==> config.mk <==
export PLATFORM = sky130hd
export DESIGN_NAME = fetch_unit
export DESIGN_NICKNAME = d
export VERILOG_FILES = /design/src/rtl/arm_pkg.sv /design/src/rtl/instr_decode.sv /design/src/rtl/fetch_unit.sv
export SDC_FILE = /design/constraint.sdc
export NUM_CORES = 1
export LEC_CHECK = 0
export CAP_MARGIN = 25
export CORE_MARGIN = 2
export CORE_UTILIZATION = 41
export CTS_BUF_LIST = sky130_fd_sc_hd__clkbuf_4 sky130_fd_sc_hd__clkbuf_8
export DETAILED_ROUTE_END_ITERATION = 8
export PLACE_DENSITY_LB_ADDON = 0.12
export SLEW_MARGIN = 10
export SYNTH_ARGS = -nofsm -noshare
export SYNTH_HDL_FRONTEND = slang
export SYNTH_HIERARCHICAL = 1
export SYNTH_SLANG_ARGS = --single-unit
==> constraint.sdc <==
create_clock -name clk -period 3.7 [get_ports clk]
set_clock_uncertainty 0.05 [all_clocks]
set_input_delay 0.74 -clock clk [delete_from_list [all_inputs] [get_ports clk]]
set_output_delay 0.74 -clock clk [all_outputs]
set_load 0.005 [all_outputs]
==> src/rtl/arm_pkg.sv <==
// Shared definitions for the fetch/decode front end: opcodes, instruction
// field positions, condition codes and the fetch state encoding.
package arm_pkg;

  localparam logic [6:0] OP_NOP   = 7'h00;
  localparam logic [6:0] OP_HLT   = 7'h01;
  localparam logic [6:0] OP_ADD   = 7'h08;
  localparam logic [6:0] OP_SUB   = 7'h09;
  localparam logic [6:0] OP_AND   = 7'h0A;
  localparam logic [6:0] OP_ORR   = 7'h0B;
  localparam logic [6:0] OP_EOR   = 7'h0C;
  localparam logic [6:0] OP_MOV_R = 7'h0D;
  localparam logic [6:0] OP_CMP   = 7'h0E;
  localparam logic [6:0] OP_MOV_I = 7'h10;

  localparam int COND_MSB = 31;
  localparam int COND_LSB = 28;
  localparam int OPC_MSB  = 27;
  localparam int OPC_LSB  = 21;
  localparam int SETF_BIT = 20;
  localparam int RN_MSB   = 19;
  localparam int RN_LSB   = 16;
  localparam int RD_MSB   = 15;
  localparam int RD_LSB   = 12;
  localparam int RS_MSB   = 11;
  localparam int RS_LSB   = 8;
  localparam int SH_MSB   = 7;
  localparam int SH_LSB   = 6;
  localparam int RM_MSB   = 3;
  localparam int RM_LSB   = 0;
  localparam int IMM_MSB  = 11;

  localparam logic [3:0] COND_EQ = 4'b0000;
  localparam logic [3:0] COND_NE = 4'b0001;
  localparam logic [3:0] COND_GE = 4'b1010;
  localparam logic [3:0] COND_LT = 4'b1011;
  localparam logic [3:0] COND_AL = 4'b1110;

  // Bit positions inside the 4-bit NZCV status vector.
  localparam int FLAG_N = 3;
  localparam int FLAG_Z = 2;
  localparam int FLAG_C = 1;
  localparam int FLAG_V = 0;

  typedef enum logic [1:0] {
    FS_IDLE  = 2'd0,
    FS_REQ   = 2'd1,
    FS_WAIT  = 2'd2,
    FS_VALID = 2'd3
  } fetch_state_e;

  function automatic logic is_hlt(input logic [31:0] word);
    return word[OPC_MSB:OPC_LSB] == OP_HLT;
  endfunction

endpackage

==> src/rtl/instr_decode.sv <==
// Combinational field extraction and condition evaluation for the word held
// in the instruction register.
module instr_decode
  import arm_pkg::*;
(
  input  logic [31:0] ir_i,
  input  logic [3:0]  nzcv_i,
  output logic [6:0]  opcode_o,
  output logic        set_flags_o,
  output logic [3:0]  rn_o,
  output logic [3:0]  rd_o,
  output logic [3:0]  rs_o,
  output logic [3:0]  rm_o,
  output logic [1:0]  shift_op_o,
  output logic [31:0] imm12_o,
  output logic        cond_pass_o
);

  logic unused_bits;

  assign opcode_o    = ir_i[OPC_MSB:OPC_LSB];
  assign set_flags_o = ir_i[SETF_BIT];
  assign rn_o        = ir_i[RN_MSB:RN_LSB];
  assign rd_o        = ir_i[RD_MSB:RD_LSB];
  assign rs_o        = ir_i[RS_MSB:RS_LSB];
  assign rm_o        = ir_i[RM_MSB:RM_LSB];
  assign shift_op_o  = ir_i[SH_MSB:SH_LSB];
  assign imm12_o     = {20'h0, ir_i[IMM_MSB:0]};

  // Bits [5:4] carry no field in this encoding and no condition looks at C.
  assign unused_bits = ^{ir_i[5:4], nzcv_i[FLAG_C]};

  always_comb begin
    // NOTE: default first so every path assigns cond_pass_o and no latch is inferred.
    cond_pass_o = 1'b0;
    case (ir_i[COND_MSB:COND_LSB])
      COND_EQ: cond_pass_o = nzcv_i[FLAG_Z];
      COND_NE: cond_pass_o = !nzcv_i[FLAG_Z];
      COND_GE: cond_pass_o = (nzcv_i[FLAG_N] == nzcv_i[FLAG_V]);
      COND_LT: cond_pass_o = (nzcv_i[FLAG_N] != nzcv_i[FLAG_V]);
      COND_AL: cond_pass_o = 1'b1;
      default: cond_pass_o = 1'b0;
    endcase
  end

endmodule

==> src/rtl/fetch_unit.sv <==
// Instruction fetch stage: PC, instruction register and a one-outstanding-read
// handshake to instruction memory, with redirect/squash and halt handling.
module fetch_unit
  import arm_pkg::*;
#(
  parameter int          ADDR_W   = 16,
  parameter logic [31:0] RESET_PC = 32'h0
) (
  input  logic              clk,
  input  logic              rst,
  input  logic              fetch_req,
  input  logic              load_pc,
  input  logic              clear_pc,
  input  logic [31:0]       pc_in,
  output logic              mem_rd_en,
  output logic [ADDR_W-1:0] mem_addr,
  input  logic [31:0]       mem_rdata,
  input  logic              mem_rvalid,
  input  logic [3:0]        status_nzcv,
  output logic [31:0]       pc,
  output logic              ir_valid,
  output logic [31:0]       ir,
  output logic [6:0]        opcode,
  output logic              set_flags,
  output logic [3:0]        rn,
  output logic [3:0]        rd,
  output logic [3:0]        rs,
  output logic [3:0]        rm,
  output logic [1:0]        shift_op,
  output logic [31:0]       imm12,
  output logic              cond_pass,
  output logic              halted,
  output logic              busy
);

  fetch_state_e state_q;
  logic [31:0]  pc_q;
  logic [31:0]  ir_q;
  logic         ir_valid_q;
  logic         halted_q;
  logic         pend_q;
  logic         squash_q;
  logic         mem_rd_en_q;
  logic         busy_q;

  logic         redirect;
  logic [31:0]  redirect_pc;
  logic [31:0]  pc_inc;
  logic         fetch_pending;
  logic         unused_pc_in;

  assign redirect      = clear_pc | load_pc;
  assign redirect_pc   = clear_pc ? RESET_PC : {pc_in[31:2], 2'b00};
  assign pc_inc        = pc_q + 32'd4;
  assign fetch_pending = fetch_req | pend_q;
  assign unused_pc_in  = ^pc_in[1:0];

  // NOTE: non-blocking assignments so every register samples pre-edge values.
  always_ff @(posedge clk or posedge rst) begin
    if (rst) begin
      state_q     <= FS_IDLE;
      pc_q        <= RESET_PC;
      ir_q        <= 32'h0;
      ir_valid_q  <= 1'b0;
      halted_q    <= 1'b0;
      pend_q      <= 1'b0;
      squash_q    <= 1'b0;
      mem_rd_en_q <= 1'b0;
      busy_q      <= 1'b0;
    end else begin
      if (redirect) pc_q <= redirect_pc;
      if (clear_pc) halted_q <= 1'b0;

      case (state_q)
        FS_IDLE, FS_VALID: begin
          // A redirect takes this cycle; a coincident request waits for the new PC.
          if (redirect) begin
            pend_q <= pend_q | fetch_req;
          end else if (fetch_pending && !halted_q) begin
            state_q     <= FS_REQ;
            pend_q      <= 1'b0;
            ir_valid_q  <= 1'b0;
            mem_rd_en_q <= 1'b1;
            busy_q      <= 1'b1;
          end
        end
        FS_REQ, FS_WAIT: begin
          mem_rd_en_q <= 1'b0;
          if (fetch_req) pend_q <= 1'b1;
          if (mem_rvalid) begin
            squash_q <= 1'b0;
            busy_q   <= 1'b0;
            if (squash_q || redirect) begin
              state_q <= FS_IDLE;
            end else begin
              state_q    <= FS_VALID;
              ir_q       <= mem_rdata;
              pc_q       <= pc_inc;
              ir_valid_q <= 1'b1;
              if (is_hlt(mem_rdata)) halted_q <= 1'b1;
            end
          end else begin
            state_q <= FS_WAIT;
            if (redirect) squash_q <= 1'b1;
          end
        end
        default: begin
          state_q     <= FS_IDLE;
          mem_rd_en_q <= 1'b0;
          busy_q      <= 1'b0;
        end
      endcase
    end
  end

  assign pc        = pc_q;
  assign ir        = ir_q;
  assign ir_valid  = ir_valid_q;
  assign halted    = halted_q;
  assign mem_rd_en = mem_rd_en_q;
  assign busy      = busy_q;
  assign mem_addr  = pc_q[ADDR_W+1:2];

  instr_decode u_decode (
    .ir_i        (ir_q),
    .nzcv_i      (status_nzcv),
    .opcode_o    (opcode),
    .set_flags_o (set_flags),
    .rn_o        (rn),
    .rd_o        (rd),
    .rs_o        (rs),
    .rm_o        (rm),
    .shift_op_o  (shift_op),
    .imm12_o     (imm12),
    .cond_pass_o (cond_pass)
  );

endmodule

## After elaboration in Yosys (flattened, before gate mapping)

Cells that the tools add are included.

| operators by class | value |
|---|---|
| add/subtract/negate cells | 1 |
| eq/ne operators | 16 |
| mux-type cells | 31 |
| bitwise gates (word level) | 3 |
| reduce and logical (&&, ||, !) cells | 15 |

Operators with widths:

| kind | number |
|---|---|
| $mux 32 | 5 |
| $add 32x3->32 const B | 1 |
| $mux 1 | 16 |
| $eq 4x4->1 const B | 3 |
| $ne 2x2->1 const B | 5 |
| $mux 2 | 4 |
| $pmux 1 s2 | 4 |
| $eq 7x1->1 const B | 1 |
| $reduce_and 2->1 | 3 |
| $reduce_and 3->1 | 2 |
| $pmux 1 s5 | 1 |
| $eq 2x2->1 const B | 2 |
| $eq 4x1->1 const B | 1 |
| $logic_not 4->1 | 1 |
| $pmux 2 s2 | 1 |
| $reduce_and 4->1 | 1 |
| $reduce_or 2->1 | 2 |
| $ne 3x3->1 const B | 1 |
| $eq 2x1->1 const B | 1 |
| $logic_not 1->1 | 2 |
| $logic_not 2->1 | 1 |
| $or 1x1->1 | 2 |
| $reduce_bool 2->1 | 1 |
| $eq 1x1->1 | 1 |
| 4 further kinds | 4 |

| word-level totals | value |
|---|---|
| bits in registers | 72 |
| logic and storage cells | 75 |

## Depth between registers and ports, before layout

| logic depth | value |
|---|---|
| depth after elaboration | 5 |
| depth in mapped cells | 8 |

## Cells and area by module

Netlist, hierarchy kept.

Modules (own cells, without submodules):

| module | times used | cells each | area an instance (sq um) | sequential area each (sq um) |
|---|---|---|---|---|
| fetch_unit | 1 | 410 | 3,762.4 | 1,801.7 |
| instr_decode | 1 | 66 | 488.0 | 0.0 |

## Worst setup path after synthesis

Ideal clock, no wire load.

| timing path | value |
|---|---|
| path type | input-to-reg |
| start | input port load_pc |
| end | register pc_q[10], in the netlist pc[10] |
| setup time | 0.133 ns |
| arrival time | 2.073 ns |
| data required time | 3.517 ns |
| slack | 1.445 ns |
| stages | 8 |
| path buffers | 3 |
| path through | buf_6 -> or2_1 -> buf_2 -> nor4b_4 -> buf_2 -> nor3b_1 -> a21oi_1 -> o22ai_1 |

| between the ends | value |
|---|---|
| longest elaborated chain between the ends | 5 |

Ends and longest elaborated chain:

| what | line | text |
|---|---|---|
| start, declared | fetch_unit.sv:12 | `input logic load_pc,` |
| $or 1x1->1 (*) | fetch_unit.sv:52 | `assign redirect = clear_pc \| load_pc;` |
| $mux 32 / $logic_or 1x1->1 (equally long branches) | fetch_unit.sv:71, fetch_unit.sv:93 |  |
| $mux 32 | fetch_unit.sv:93 | `if (squash_q \|\| redirect) begin` |
| $mux 32 | fetch_unit.sv:90 | `if (mem_rvalid) begin` |
| $mux 32 (*) | fetch_unit.sv:74 | `case (state_q)` |
| end signal, assigned | fetch_unit.sv:71 | `if (redirect) pc_q <= redirect_pc;` |
| end signal, assigned | fetch_unit.sv:98 | `pc_q <= pc_inc;` |
| end, declared | fetch_unit.sv:37 | `logic [31:0] pc_q;` |

Every way passes the cells marked *; elsewhere a longest branch is shown, timed or not.
A chain may end at the register's enable or synchronous reset.

## Worst setup path in the final report

| timing path | value |
|---|---|
| start | input port status_nzcv[2] |
| end | output port cond_pass |

| between the ends | value |
|---|---|
| longest elaborated chain between the ends | 2 |

Ends and longest elaborated chain:

| what | line | text |
|---|---|---|
| start, declared | fetch_unit.sv:19 | `input logic [3:0] status_nzcv,` |
| $logic_not 1->1 | instr_decode.sv:38 | `COND_NE: cond_pass_o = !nzcv_i[FLAG_Z];` |
| $pmux 1 s5 (*) | instr_decode.sv:36 | `case (ir_i[COND_MSB:COND_LSB])` |
| end, declared | fetch_unit.sv:31 | `output logic cond_pass,` |

Marks and branches as above.

==> results.py <==
metrics = {
    "logic_synthesis": {
        "netlist_top_cells_area": "dfrtp_1 42%, buf_4 13%, nand2_1 10%",
        "avgSynthCellArea_um2": 8.929,
        "synthArstFlopShare_pct": 100.0,
        "synth_warnings": 6,
        "netlist_top_cells_count": "116 x nand2_1, 74 x buf_4, 72 x dfrtp_1",
        "ys_seq_elements": 72,
        "synth.most_common_cell": "nand2_1",
        "synth.distinct_cells": 40,
        "netlist_area_um2": 4250,
        "synth_top_area_share_pct": 42.39,
        "postSynthCellCount": 476,
        "yosysSeqAreaShare_pct": 42.39,
        "netlist.top_cell.by_area": "dfrtp_1",
        "synth_ff_type": "dfrtp_1",
        "synth_edf_count": 0,
    },
    "flow_run": {
        "drv_cap": 0,
    },
    "global_route": {
        "grt_remaining_overflow": 0,
        "track_usage_pct": 20.27,
        "antenna_found_initial": 0,
        "grt_pass1_vias": 3671,
        "grt_pass1_wl_um": 18150,
        "grt_max_degree": 46,
    },
    "worst_setup_path": {
        "start_kind": "input port",
        "slowest_stage": "clkdlybuf4s50_1",
        "slowest_delay_ns": 0.56,
        "critPathRequiredTime_ns": 2.91,
        "critPathArrivalTime_ns": 2.31,
        "crit_type": "input port to primary output",
        "crit_top_cell": "clkdlybuf4s50_1",
        "cp_cell_sequence": "clkdlybuf4s50_1 -> xnor2_1 -> o32a_1 -> o32ai_1 -> clkdlybuf4s50_1",
        "ff2ff_path_depth": 6,
        "endpoint_kind": "primary output",
        "crit_fanout": 1,
    },
    "clock_network": {
        "ctsHoldBuffers": 0,
        "cts_tree": "yes",
        "clk_pin_slew_worst_paths_ns": 0.08,
        "post-cts-setup-buffer-count": 0,
        "cts-resized-gates": 0,
        "cts_root_buf": "clkbuf_8",
        "cts.sink_count": 72,
        "numCtsBuffers": 9,
        "clock_latency_ns": 0.34,
        "cts_buffer_depth": 2,
        "cts_max_level": 3,
    },
    "floorplanning": {
        "die_area_um2": 11200,
        "core_area_um2": 10180,
        "die_h_um": 105.8,
        "die_w_um": 105.8,
        "ios": 217,
        "num_rows": 37,
        "start_util_pct": 41.73,
    },
    "power": {
        "switchingPower_w": 0.001021,
        "p_clk_share_pct": 22.3,
        "pwr-share-comb_pct": 40.8,
        "power.density_nw_per_um2": 572.8,
        "switching_share_pct": 29.36,
        "power_leakage_nw": 2.602,
        "internal_power_w": 0.002456,
        "p_seq_share_pct": 36.9,
        "peakVddDrop_uv": 307.4,
    },
    "place": {
        "io_buffers": 193,
        "gp_congestion": 0.7882,
        "dp.final_hpwl_um": 8167,
    },
    "finish": {
        "regArea_um2": 1802,
        "n_fill_cell": 924,
        "syn_to_final_growth_pct": 42.83,
        "nets": 684,
        "drive_gt1_share_pct": 5.212,
        "multi_input_area_um2": 1834,
        "final_core_util_pct": 59.61,
        "diodes": 0,
    },
    "detailed_routing": {
        "vias_per_cell": 4.905,
        "wirelength_um": 11310,
        "antenna_left": 0,
        "routedWlPerCell_um": 15.08,
        "drc": 0,
        "firstDrtPassIters": 4,
        "dr.first_iter.drc_count": 150,
        "vias": 3679,
    },
    "sta": {
        "max_freq_ghz": 0.3224,
        "finalHoldViolCount": 0,
        "worst_hold_slack_ns": 0.4496,
        "worst_pin_slew_ns": 0.7600,
        "finalCritPeriodShare_pct": 83.83,
        "rsz0062_at_grt": "false",
        "setup_viol": 0,
        "slew_headroom_pct": 48.86,
        "finalMaxSlewViolations": 0,
        "timing.setup.tns_ns": 0,
        "fin_crit_ns": 3.102,
    },
    "status": {
        "status": "finished clean",
    },
    "hold_path": {
        "hold_depth": 2,
        "hold_class": "flip-flop to flip-flop",
    },
}
## cells in the final DEF, fill, tap and decap left out, drive strengths merged
| cell | instances |
|---|---|
| o32ai | 1 |
| o21ai | 17 |
| bufinv | 3 |
| nor3b | 5 |
| nor2 | 13 |
| clkbuf | 11 |
| ha | 1 |
| nor4 | 5 |
| buf | 7 |
| nand2 | 116 |
| or4 | 2 |
| or3 | 15 |
| clkdlybuf4s50 | 192 |
| o32a | 1 |
| clkinv | 2 |
| dfrtp | 72 |
| o31ai | 1 |
| o22ai | 15 |
| nand2b | 1 |
| xnor2 | 13 |
| nor4b | 1 |
| conb | 20 |
| mux2i | 25 |
| nand3 | 17 |
| nand4 | 8 |
| and2 | 1 |
| and3 | 5 |
| a21oi | 8 |
| xor2 | 19 |
| o41ai | 1 |
| or2 | 3 |
| nor3 | 5 |
| inv | 5 |
| o211ai | 1 |
| and4 | 2 |
## final cells by class
cell class,instances,area share (%)
clock buffer,11,2.391
clock inverter,5,1.711
inverter,5,0.3092
multi-input combinational,322,30.21
sequential,72,29.68
tap,136,2.803
timing repair buffer,199,32.89
## critical path, delay by kind of cell
family	cells	cell delay [ns]
buffers and inverters	2	0.98
AO/OA/AOI/OAI	2	0.45
XOR/XNOR	1	0.15
## routing by layer
metal  track usage [%]  share of wire [%]  vias up
met5                 0                  0        -
met4             6.203                1.3        0
met3             3.834                6.1       14
met2             34.65                 49      137
met1             25.99                 44     1764
li1                  -                  -     1764
## power by group through the flow
stage	clock network (W)	logic (W)	registers, W
finish	0.000775	0.00142	0.00128
global route	0.000824	0.00155	0.00132
CTS	0.000790	0.00144	0.00129
detailed placement	0	0.00144	0.00130
global placement	0	0.00141	0.00129
floorplan	0	0.000708	0.00126
## logic make-up (layout without fill, tap and decap cells)
family | after synthesis | count (layout) | synth area share (%)
xor+xnor | 32 | 32 | 6.771
simple gates | 199 | 199 | 22.08
fa+ha+maj | 1 | 1 | 0.2943
compound gates | 45 | 45 | 6.329
flops | 72 | 72 | 42.39
buf+inv | 101 | 220 | 16.16
mux | 25 | 25 | 5.888
other cells | 1 | 20 | 0.08823
## path summary, 6_finish.rpt
kind,from,to,slack [ns]
max in group asynchronous,rst,pc[8],2.09
min in group asynchronous,rst,ir[13],0.81
max,status_nzcv[2],cond_pass,0.60
min,busy,busy,0.45
max reg2reg,pc[2],pc[30],1.41
min reg2reg,busy,busy,0.45
## stage by stage
step	std cells	power [W]	setup WS, ns	instance area (µm²)
2_1_floorplan	495	0.001967	1.085	4322
3_3_place_gp	733	0.002699	0.5901	5802
3_5_place_dp	734	0.002739	0.5854	5822
4_1_cts	750	0.003520	0.5756	6071
5_1_grt	750	0.003693	0.5169	6071
6_report	750	0.003477	0.5983	6071
## sequential cells by signal, indices dropped and copies added (netlist names)
signal,flops
mem_rd_en,1
halted,1
pc,32
state_q,2
ir_valid,1
pend_q,1
squash_q,1
ir,32
busy,1
(Power assumes the default switching activity.)
==> RTL change, RTL diff (same settings) <==
The package constant `COND_LSB` goes from 28 to 14.
--- a/src/rtl/arm_pkg.sv
+++ b/src/rtl/arm_pkg.sv
@@ -14,7 +14,7 @@
   localparam logic [6:0] OP_MOV_I = 7'h10;
 
   localparam int COND_MSB = 31;
-  localparam int COND_LSB = 28;
+  localparam int COND_LSB = 14;
   localparam int OPC_MSB  = 27;
   localparam int OPC_LSB  = 21;
   localparam int SETF_BIT = 20;
Formal check against the unedited RTL: not equivalent (Yosys sat finds a counterexample within 4 cycles, from zero or initial values and one cycle with rst high).
==> RTL change against the original RTL <==
  * Power rose by 5.4%
  * Highest routed layer unchanged
  * Wire length rose by 2.7%
  * Maximum frequency rose by 0.72%
  * Design area rose by 1.5%
  * Synthesized area rose by 1.2%
  * Sequential cell count did not move
  * Setup slack improved by 0.022 ns
==> RTL change: results (changes against the original RTL) <==
Setup path
  – Max incr delay on CP: 0.52 ns (-0.04 ns)
  – Worst Path Arrival: 2.29 ns (-0.02 ns)
  – Critical Path Start: status_nzcv[0]
  – Reg2reg end: pc[30]$_DFF_PP0_
  – Worst reg-to-reg setup slack: 1.44 ns (+0.03 ns)
  – Top delay family on crit path: buffers and inverters

Route
  – Vias: 3742 (+1.7%)
  – DR iter-0 viols: 138 (-8.0%)
  – Post-route ant nets: 0 (unchanged)
  – WL met3: 725 um (+5.4%)
  – WL met2: 5630 um (+1.4%)
  – WL met1: 5130 um (+4.2%)
  – Total wire length: 11600 um (+2.7%)

Cells and area
  – Final nets: 690 (+0.88%)
  – Layout cells sized above 1: 5.16% (-0.050 points)
  – Fillers: 942 (+1.9%)

Power and ir drop
  – Power, Total: 3.66 mW (+5.4%)
  – Static leakage: 2.64 nW (+1.5%)
  – Clk. pwr: 0.927 mW (+20%)
  – Switch Pwr: 1.06 mW (+3.4%)
  – VDD IR max: 0.000265 V (-14%)
  – Sequential power: 1.31 mW

Synthesis
  – Synth cell types: 43 (+7.5%)
  – Number of synthesized flops with an enable pin: 0 (unchanged)
  – Area contributors post-synth: dfrtp_1 42%, buf_4 13%, nand2_1 10%

GRT
  – GR Util met2: 33.8% (-0.86 points)
  – Vias in the first global route: 3569 (-2.8%)
  – Met1 Resource Use GR: 27.3% (+1.3 points)
  – Pin count of the biggest net entering global routing: 56 (+22%)
  – First-pass GRT wire length: 18400 um (+1.4%)
  – Met3 Usage GRT: 3.99% (+0.15 points)
  – Total gr overflow: 0 (unchanged)
  – Total global-route track usage: 20.5% (+0.21 points)

Place
  – DP HPWL: 8420 um (+3.1%)
  – Gpl congestion: 0.810 (+2.7%)

Outcome
  – Outcome: completed

Floorplanning
  – Die area: 11300 sq um (+1.1%)

STA
  – Worst-Margin Slew: 0.787 ns (+0.0273 ns)

Clock tree
  – Clk slew on worst S/H paths: 0.08 ns (about the same)
[RTL change: metrics by stage]
stage	instances	worst slack [ns]	area, sq um	hold WS [ns]
2_1_floorplan	501	1.09	4370	0.401
3_3_place_gp	739	0.623	5840	0.412
3_5_place_dp	740	0.612	5860	0.419
4_1_cts	756	0.606	6160	0.439
5_1_grt	756	0.512	6160	0.481
6_report	756	0.620	6160	0.435
[RTL change: kinds of logic after synthesis]
group / synth area share, %
mux: 5.82
buf+inv: 16.0
xor+xnor: 6.81
compound gates: 6.08
other cells: 0.0872
simple gates: 23.0
fa+ha+maj: 0.291
flops: 41.9
[RTL change: layout make-up]
type / instances / area, sq um / area share [%]
Clock buffer: 11 / 151 / 2.46
Clock inverter: 5 / 150 / 2.44
Inverter: 5 / 20.0 / 0.325
Multi-Input combinational cell: 328 / 1880 / 30.6
Sequential cell: 72 / 1800 / 29.2
Tap cell: 136 / 170 / 2.76
Timing Repair Buffer: 199 / 1980 / 32.2
